==> config.mk <==
export PLATFORM = sky130hd
export DESIGN_NAME = dps_link_scheduler_flat
export DESIGN_NICKNAME = d
export VERILOG_FILES = /design/src/rtl/dps_link_scheduler_if.sv /design/src/rtl/dps_link_scheduler.sv /design/src/flat_wrapper.sv
export SDC_FILE = /design/constraint.sdc
export NUM_CORES = 1
export LEC_CHECK = 0
export CAP_MARGIN = 20
export CORE_MARGIN = 2
export CORE_UTILIZATION = 53
export DETAILED_ROUTE_END_ITERATION = 10
export PLACE_DENSITY = 0.87
export SKIP_LAST_GASP = 1
export SYNTH_ARGS = -nofsm -noshare
export SYNTH_HDL_FRONTEND = slang
export SYNTH_SLANG_ARGS = --single-unit
==> constraint.sdc <==
create_clock -name clock -period 7.15 [get_ports clock]
set_clock_uncertainty 0.15 [all_clocks]
set_input_delay 0.715 -clock clock [delete_from_list [all_inputs] [get_ports clock]]
set_output_delay 0.715 -clock clock [all_outputs]
set_load 0.05 [all_outputs]
==> src/rtl/dps_link_scheduler_if.sv <==
// rtl/dps_link_scheduler_if.sv - requester, encoder and codeword link signals of the DPS link scheduler
`ifndef DBLEN24
`define DBLEN24 20
`endif

interface dps_link_scheduler_if #(
    parameter int DATA_W = `DBLEN24
) ();
    logic              enable;
    logic              req0_valid;
    logic [DATA_W-1:0] req0_data;
    logic              req0_ready;
    logic              req1_valid;
    logic [DATA_W-1:0] req1_data;
    logic              req1_ready;
    logic [DATA_W-1:0] enc_datain;
    logic [23:0]       enc_codeout;
    logic              code_valid;
    logic [23:0]       code_out;
    logic              code_src;
    logic              code_ready;
    logic              busy;

    modport master (
        input  enable, req0_valid, req0_data, req1_valid, req1_data, enc_codeout, code_ready,
        output req0_ready, req1_ready, enc_datain, code_valid, code_out, code_src, busy
    );

    modport slave (
        output enable, req0_valid, req0_data, req1_valid, req1_data, enc_codeout, code_ready,
        input  req0_ready, req1_ready, enc_datain, code_valid, code_out, code_src, busy
    );
endinterface

==> src/rtl/dps_link_scheduler.sv <==
// rtl/dps_link_scheduler.sv - round-robin sharing of one DPS/FNS encoder between two requesters
// Tags track words through the encoder latency; codewords return through a credit-protected FIFO.

module dps_link_scheduler #(
    parameter int DATA_W     = `DBLEN24,
    parameter int ENC_LAT    = 1,
    parameter int FIFO_DEPTH = 4
) (
    input logic                  clock,
    input logic                  reset,
    dps_link_scheduler_if.master bus
);
    localparam int PTR_W  = $clog2(FIFO_DEPTH);
    localparam int CNT_W  = PTR_W + 1;
    localparam int PIPE_N = ENC_LAT + 1;

    logic [CNT_W-1:0]  fifo_count_q, fifo_count_d;
    logic [CNT_W-1:0]  inflight_q, inflight_d;
    logic [CNT_W-1:0]  remain;
    logic [CNT_W:0]    credit_used;
    logic [PTR_W-1:0]  wr_ptr_q, rd_ptr_q, rd_ptr_d;
    logic [24:0]       mem_q [FIFO_DEPTH];
    logic [PIPE_N-1:0] tag_v_q, tag_s_q;
    logic              last_src_q;
    logic [DATA_W-1:0] enc_datain_q;
    logic [23:0]       head_code_q, head_code_d;
    logic              head_src_q, head_src_d;
    logic              head_valid_q;
    logic              grant_ok, pick0, pick1, rdy0, rdy1;
    logic              accept, acc_src, push, pop, tail_src;
    logic [DATA_W-1:0] acc_data;

    // Credit counts every word between acceptance and pop, so the FIFO can never overflow.
    assign credit_used = {1'b0, fifo_count_q} + {1'b0, inflight_q};
    assign grant_ok    = ~reset & bus.enable & (credit_used < (CNT_W+1)'(FIFO_DEPTH));

    // last_src_q names the requester granted last; on contention the other one wins.
    assign pick0 = bus.req0_valid & (~bus.req1_valid | last_src_q);
    assign pick1 = bus.req1_valid & (~bus.req0_valid | ~last_src_q);
    assign rdy0  = grant_ok & pick0;
    assign rdy1  = grant_ok & pick1;

    assign accept   = rdy0 | rdy1;
    assign acc_src  = rdy1;
    assign acc_data = rdy1 ? bus.req1_data : bus.req0_data;

    assign push     = tag_v_q[PIPE_N-1];
    assign tail_src = tag_s_q[PIPE_N-1];
    assign pop      = head_valid_q & bus.code_ready;

    assign bus.req0_ready = rdy0;
    assign bus.req1_ready = rdy1;
    assign bus.enc_datain = enc_datain_q;
    assign bus.code_valid = head_valid_q;
    assign bus.code_out   = head_code_q;
    assign bus.code_src   = head_src_q;
    assign bus.busy       = (inflight_q != '0) | (fifo_count_q != '0);

    always_comb begin
        fifo_count_d = fifo_count_q + CNT_W'(push) - CNT_W'(pop);
        inflight_d   = inflight_q + CNT_W'(accept) - CNT_W'(push);
        rd_ptr_d     = rd_ptr_q + PTR_W'(pop);
        remain       = fifo_count_q - CNT_W'(pop);
        head_code_d  = head_code_q;
        head_src_d   = head_src_q;
        // The head register holds the last popped word while empty, keeping idle wires quiet.
        if (fifo_count_d != '0) begin
            if (remain == '0) begin
                head_code_d = bus.enc_codeout;
                head_src_d  = tail_src;
            end else begin
                head_code_d = mem_q[rd_ptr_d][23:0];
                head_src_d  = mem_q[rd_ptr_d][24];
            end
        end
    end

    always_ff @(posedge clock) begin
        if (reset) begin
            fifo_count_q <= '0;
            inflight_q   <= '0;
            wr_ptr_q     <= '0;
            rd_ptr_q     <= '0;
            tag_v_q      <= '0;
            tag_s_q      <= '0;
            last_src_q   <= 1'b1;
            enc_datain_q <= '0;
            head_code_q  <= '0;
            head_src_q   <= 1'b0;
            head_valid_q <= 1'b0;
        end else begin
            fifo_count_q <= fifo_count_d;
            inflight_q   <= inflight_d;
            rd_ptr_q     <= rd_ptr_d;
            if (push) begin
                wr_ptr_q <= wr_ptr_q + PTR_W'(1);
            end
            tag_v_q <= {tag_v_q[PIPE_N-2:0], accept};
            tag_s_q <= {tag_s_q[PIPE_N-2:0], acc_src};
            if (accept) begin
                enc_datain_q <= acc_data;
                last_src_q   <= acc_src;
            end
            head_code_q  <= head_code_d;
            head_src_q   <= head_src_d;
            head_valid_q <= (fifo_count_d != '0);
        end
    end

    always_ff @(posedge clock) begin
        if (push) begin
            mem_q[wr_ptr_q] <= {tail_src, bus.enc_codeout};
        end
    end
endmodule

==> src/flat_wrapper.sv <==
// flat-port wrapper written by rule: the top's interface ports become plain ports
module dps_link_scheduler_flat 
#(
    parameter int DATA_W     = `DBLEN24,
    parameter int ENC_LAT    = 1,
    parameter int FIFO_DEPTH = 4
)
  (clock, reset, bus_enable, bus_req0_valid, bus_req0_data, bus_req1_valid, bus_req1_data, bus_enc_codeout, bus_code_ready, bus_req0_ready, bus_req1_ready, bus_enc_datain, bus_code_valid, bus_code_out, bus_code_src, bus_busy);
  dps_link_scheduler_if #(.DATA_W(DATA_W)) bus_i ();
  input logic clock;
  input logic reset;
  input wire logic [$bits(bus_i.enable)-1:0] bus_enable;
  input wire logic [$bits(bus_i.req0_valid)-1:0] bus_req0_valid;
  input wire logic [$bits(bus_i.req0_data)-1:0] bus_req0_data;
  input wire logic [$bits(bus_i.req1_valid)-1:0] bus_req1_valid;
  input wire logic [$bits(bus_i.req1_data)-1:0] bus_req1_data;
  input wire logic [$bits(bus_i.enc_codeout)-1:0] bus_enc_codeout;
  input wire logic [$bits(bus_i.code_ready)-1:0] bus_code_ready;
  output wire logic [$bits(bus_i.req0_ready)-1:0] bus_req0_ready;
  output wire logic [$bits(bus_i.req1_ready)-1:0] bus_req1_ready;
  output wire logic [$bits(bus_i.enc_datain)-1:0] bus_enc_datain;
  output wire logic [$bits(bus_i.code_valid)-1:0] bus_code_valid;
  output wire logic [$bits(bus_i.code_out)-1:0] bus_code_out;
  output wire logic [$bits(bus_i.code_src)-1:0] bus_code_src;
  output wire logic [$bits(bus_i.busy)-1:0] bus_busy;
  assign bus_i.enable = bus_enable;
  assign bus_i.req0_valid = bus_req0_valid;
  assign bus_i.req0_data = bus_req0_data;
  assign bus_i.req1_valid = bus_req1_valid;
  assign bus_i.req1_data = bus_req1_data;
  assign bus_i.enc_codeout = bus_enc_codeout;
  assign bus_i.code_ready = bus_code_ready;
  assign bus_req0_ready = bus_i.req0_ready;
  assign bus_req1_ready = bus_i.req1_ready;
  assign bus_enc_datain = bus_i.enc_datain;
  assign bus_code_valid = bus_i.code_valid;
  assign bus_code_out = bus_i.code_out;
  assign bus_code_src = bus_i.code_src;
  assign bus_busy = bus_i.busy;
  dps_link_scheduler #(.DATA_W(DATA_W), .ENC_LAT(ENC_LAT), .FIFO_DEPTH(FIFO_DEPTH)) u_core (.clock(clock), .reset(reset), .bus(bus_i));
endmodule
---- Word-level counts from Yosys, hierarchy flattened ----
Memory sizes are Yosys's and may differ from the RTL's.
Cells that the tools add are included.
operators by class
  $add $sub $neg .......................... 8
  bitwise logic cells ..................... 15
  mux-type cells .......................... 5
  order comparisons ....................... 1
  reduce and logical (&&, ||, !) cells .... 4
operators with widths
  cell                   number
  $mux W24               1
  $mux W20               1
  $reduce_bool A3 Y1     3
  $sub A3 B1 Y3          3
  $and A1 B1 Y1          7
  $add A3 B1 Y3          2
  $add A3 B3 Y4          1
  $lt A4 B3 Y1 const B   1
  $not A1 Y1             4
  $or A1 B1 Y1           4
  $logic_not A3 Y1       1
  $mux W1                3
  $add A2 B1 Y2          1
  $add A2 B1 Y2 const B  1
word-level totals
  memory bits (writable) .................. 100
  bits of input ports ..................... 70
  word-level logic and storage cells ...... 45
  flip-flop bits (word level) ............. 61
  output and inout port bits .............. 49
  memories kept ........................... 1
memory list
  name          depth  width  read ports  clocked after memory_dff  wr ports  RTL line                  source
  u_core.mem_q  4      25     1           0                         1         dps_link_scheduler.sv:22  logic [24:0] mem_q [FIFO_DEPTH];

---- Logic depth before layout (Yosys ltp) ----
  depth after elaboration ................. 7
  gate-level depth with buffers ........... 11
  gate-level depth less buffers ........... 10

---- Worst setup path after synthesis ----
Ideal clock, no wire load.
  path kind ............................... input -> output
  start ................................... input reset
  end ..................................... output bus_req0_ready
  arrival ................................. 2.071 ns
  cell stages on the path ................. 4
  setup slack ............................. 4.214 ns
  cells stage by stage .................... clkbuf_1 -> nor4b_4 -> nand4b_1 -> a21oi_1
between the ends
  word-level cells in the longest chain between the ends .. 4
RTL lines
  element                     RTL line                  source
  start, declared             flat_wrapper.sv:11        input logic reset;
  $not A1 Y1                  dps_link_scheduler.sv:35  assign grant_ok = ~reset & bus.enable & (credit_used < (CNT_W+1)'(FIFO_DEPTH));
  $and A1 B1 Y1 (2 in a row)  dps_link_scheduler.sv:35
  $and A1 B1 Y1               dps_link_scheduler.sv:40  assign rdy0 = grant_ok & pick0;
  end, declared               flat_wrapper.sv:19        output wire logic [$bits(bus_i.req0_ready)-1:0] bus_req0_ready;
No other way between the ends.

---- Worst setup path after layout ----
  start ................................... input reset
  end ..................................... output bus_req1_ready
between the ends
  word-level cells in the longest chain between the ends .. 4
RTL lines
  element                     RTL line                  source
  $not A1 Y1                  dps_link_scheduler.sv:35
  $and A1 B1 Y1 (2 in a row)  dps_link_scheduler.sv:35
  $and A1 B1 Y1               dps_link_scheduler.sv:41  assign rdy1 = grant_ok & pick1;
  end, declared               flat_wrapper.sv:20        output wire logic [$bits(bus_i.req1_ready)-1:0] bus_req1_ready;
No other way between the ends.

==> results.sh <==
export IMPL_multiInputGateArea_sq_um=2092
export IMPL_cts_tree="done"
export IMPL_leakage_nw=2.962
export IMPL_cap_violations=0
export IMPL_hp_class="reg2reg"
export IMPL_pre_cts_ws_ns=2.551
export IMPL_setup_viol=0
export IMPL_cts_inserted_buffers=17
export IMPL_cp_end_kind="output pin"
export IMPL_irDropWorstVdd_mv=0.3344
export IMPL_post_cts_resize_count=0
export IMPL_grt_use_total_pct=22.58
export IMPL_avgViaCountPerCell=5.649
export IMPL_clock_sinks=161
export IMPL_synthesis_nets=552
export IMPL_diodes=0
export IMPL_area_delta_synth_final_pct=27.91
export IMPL_clock_latency_ns=0.41
export IMPL_initial_utilization_pct=54.74
export IMPL_io_pin_count=119
export IMPL_drive_gt1_share_pct=15.13
export IMPL_place_port_buffers=118
export IMPL_finalCritPeriodShare_pct=64.75
export IMPL_status="finished clean"
export IMPL_wirelength_microns=14270
export IMPL_yosysSeqAreaShare_pct=63.98
export IMPL_r2r_slack_ns=3.90
export IMPL_clock_root_buffer="clkbuf_16"
export IMPL_rows=40
export IMPL_seq_area_sq_um=4224
export IMPL_grt_pass1_wl_microns=22300
export IMPL_rsz0062_at_grt="false"
export IMPL_dr_first_iter_drc_count=251
export IMPL_layout_setup_ws_ns=2.520
export IMPL_synth_top_family_by_area="compound AO/OA/AOI/OAI gates"
export IMPL_ys_flop_type="edfxtp_1"
export IMPL_post_dp_hpwl_microns=8953
export IMPL_fin_crit_ns=4.630
export IMPL_synth_warnings=0
export IMPL_remaining_drc_errors=0
export IMPL_num_fill_cells=799
export IMPL_cp_data_required_time_ns=6.28
export IMPL_die_x_microns=115.6
export IMPL_critPathLaunchType="input port"
export IMPL_design_area_sq_um=8446
export IMPL_grt_max_degree=61
export IMPL_final_util_pct=70.02
export IMPL_relSlewSlack_pct=31.64
export IMPL_dp_cells=731
export IMPL_h_tree_depth=4
export IMPL_firstDrtPassIters=5
export IMPL_setup_tns_ns=0
export IMPL_hold_buffers=0
export IMPL_arrival_ns=3.76
export IMPL_synth_compound_area_share_pct=10.46
export IMPL_ys_ff_latch=161
export IMPL_synthCells=467
export IMPL_crit_fanout=60
export IMPL_synth_xor_area_share_pct=1.137
export IMPL_grt_overflow_total=0
export IMPL_drv_slew=0
export IMPL_wl_per_cell_microns=18.71
export IMPL_postRouteAntennaNets=0
export IMPL_finalHoldViolations=0
export IMPL_synthAdderAreaFrac_pct=3.070
export IMPL_nets=667
export IMPL_postSynthAreaPerCell_sq_um=14.14
export IMPL_crit_type="in2out"
export IMPL_fin_cells=763
export IMPL_place_gp_congestion=0.8570
export IMPL_core_area_sq_um=12060
export IMPL_clockBufferDepth=2
export IMPL_p_per_area_nw_per_um2=416.5
export IMPL_clk_pin_slew_worst_paths_ns=0.06
export IMPL_synth_edf_count=100
export IMPL_synth_simple_gate_area_share_pct=8.130
export IMPL_die_area_sq_um=13370
export IMPL_cts_setup_buffers=0
export IMPL_fp_dieH_microns=115.6
export IMPL_ys_types=34
export IMPL_antenna_found_initial=0
export IMPL_first_global_vias=4472
export IMPL_num_vias=4310
export IMPL_post_dp_cell_area_sq_um=7913
export IMPL_fmax_ghz=0.2160
export IMPL_synthMuxAreaShare_pct=8.679
export IMPL_synth_async_sr_flop_share_pct=0
export IMPL_syn_area_sq_um=6603
export IMPL_worstMarginPinSlew_ns=1.025
[per-layer routing]
metal / part of all wire (%) / vias up / global-route usage, %
met2: 52 / 193 / 39.88
met3: 7.7 / 29 / 7.741
met5: 0 / - / 0
li1: - / 1963 / -
met1: 38 / 2125 / 25.17
met4: 1.9 / 0 / 8.968
[state kept, by name (all words and copies together) (netlist names)]
signal,count
u_core.bus.code_out,24
u_core.bus.code_src,1
u_core.bus.code_valid,1
u_core.bus.enc_datain,20
u_core.fifo_count_q,3
u_core.inflight_q,3
u_core.last_src_q,1
u_core.mem_q,100
u_core.rd_ptr_q,2
u_core.tag_s_q,2
u_core.tag_v_q,2
u_core.wr_ptr_q,2
[through the flow]
stage,total power [mW],hold WS [ns]
floorplan,2.337,0.2638
global placement,2.669,0.2676
detailed placement,2.719,0.2781
CTS,3.549,0.2925
global route,3.699,0.3205
finish,3.518,0.2910
[worst paths after layout]
path,start,to,depth (start not counted)
worst min-delay path,u_core.tag_s_q[0]$_SDFF_PP0_,u_core.tag_s_q[1]$_SDFF_PP0_,1
worst min register to register,u_core.tag_s_q[0]$_SDFF_PP0_,u_core.tag_s_q[1]$_SDFF_PP0_,1
worst max register to register,u_core.bus.code_valid$_SDFF_PP0_,u_core.bus.code_out[15]$_SDFFE_PP0P_,11
worst max-delay path,reset,bus_req1_ready,6
[worst max-delay path: stages]
cell and delay [ns]:
buf_2 0.10, buf_4 0.35, nor4b_4 0.39, nand4b_1 0.72
inv_2 0.57, clkdlybuf4s50_1 0.89
[layout make-up]
| type | count | area share [%] |
|---|---|---|
| clock inverter | 6 | 0.3704 |
| clock buffer | 26 | 5.941 |
| timing repair buffer | 127 | 14.73 |
| multi-input combinational | 237 | 24.77 |
| tap | 168 | 2.489 |
| inverter | 38 | 1.689 |
| sequential | 161 | 50.01 |
[power breakdown]
group | total [mW] | internal (mW) | switching, mW
Clock | 0.812 | 0.483 | 0.329
Combinational | 1.54 | 0.578 | 0.963
Sequential | 1.17 | 1.10 | 0.0629
Total | 3.52 | 2.16 | 1.35
[Yosys cell counts (2+ instances only)]
| cell type | n | area share, % |
|---|---|---|
| nor2_1 | 28 | 1.6 |
| buf_2 | 12 | 0.91 |
| a311oi_1 | 20 | 2.7 |
| mux4_2 | 25 | 8.5 |
| xor2_1 | 2 | 0.27 |
| edfxtp_1 | 100 | 45 |
| clkbuf_1 | 12 | 0.68 |
| nand4b_1 | 3 | 0.40 |
| a221oi_2 | 24 | 5.5 |
| nand3_1 | 2 | 0.15 |
| ha_1 | 13 | 2.5 |
| inv_1 | 37 | 2.1 |
| xnor2_1 | 2 | 0.27 |
| buf_4 | 7 | 0.80 |
| nand2_1 | 65 | 3.7 |
| fa_1 | 2 | 0.61 |
| nor2b_1 | 7 | 0.66 |
| dfxtp_1 | 61 | 18 |
| a21oi_1 | 26 | 2.0 |
| and2_1 | 5 | 0.47 |
[placed cells by master (no fill, tap or decap), types with 9 or more instances in the layout]
| cell | n |
|---|---|
| edfxtp_1 | 100 |
| nor2_1 | 28 |
| clkbuf_16 | 19 |
| clkdlybuf4s50_1 | 117 |
| dfxtp_1 | 61 |
| inv_1 | 37 |
| a21oi_1 | 26 |
| ha_1 | 12 |
| a311oi_1 | 20 |
| mux4_2 | 25 |
| buf_4 | 9 |
| a221oi_2 | 24 |
| nand2_1 | 65 |
[cell families (layout without fill, tap and decap cells)]
kind of cell | Yosys count | in the layout
flops | 161 | 161
simple gates | 117 | 117
compound gates | 73 | 73
buf+inv | 69 | 197
mux | 26 | 26
fa+ha+maj | 15 | 15
xor+xnor | 6 | 6
(Power assumes the default switching activity.)
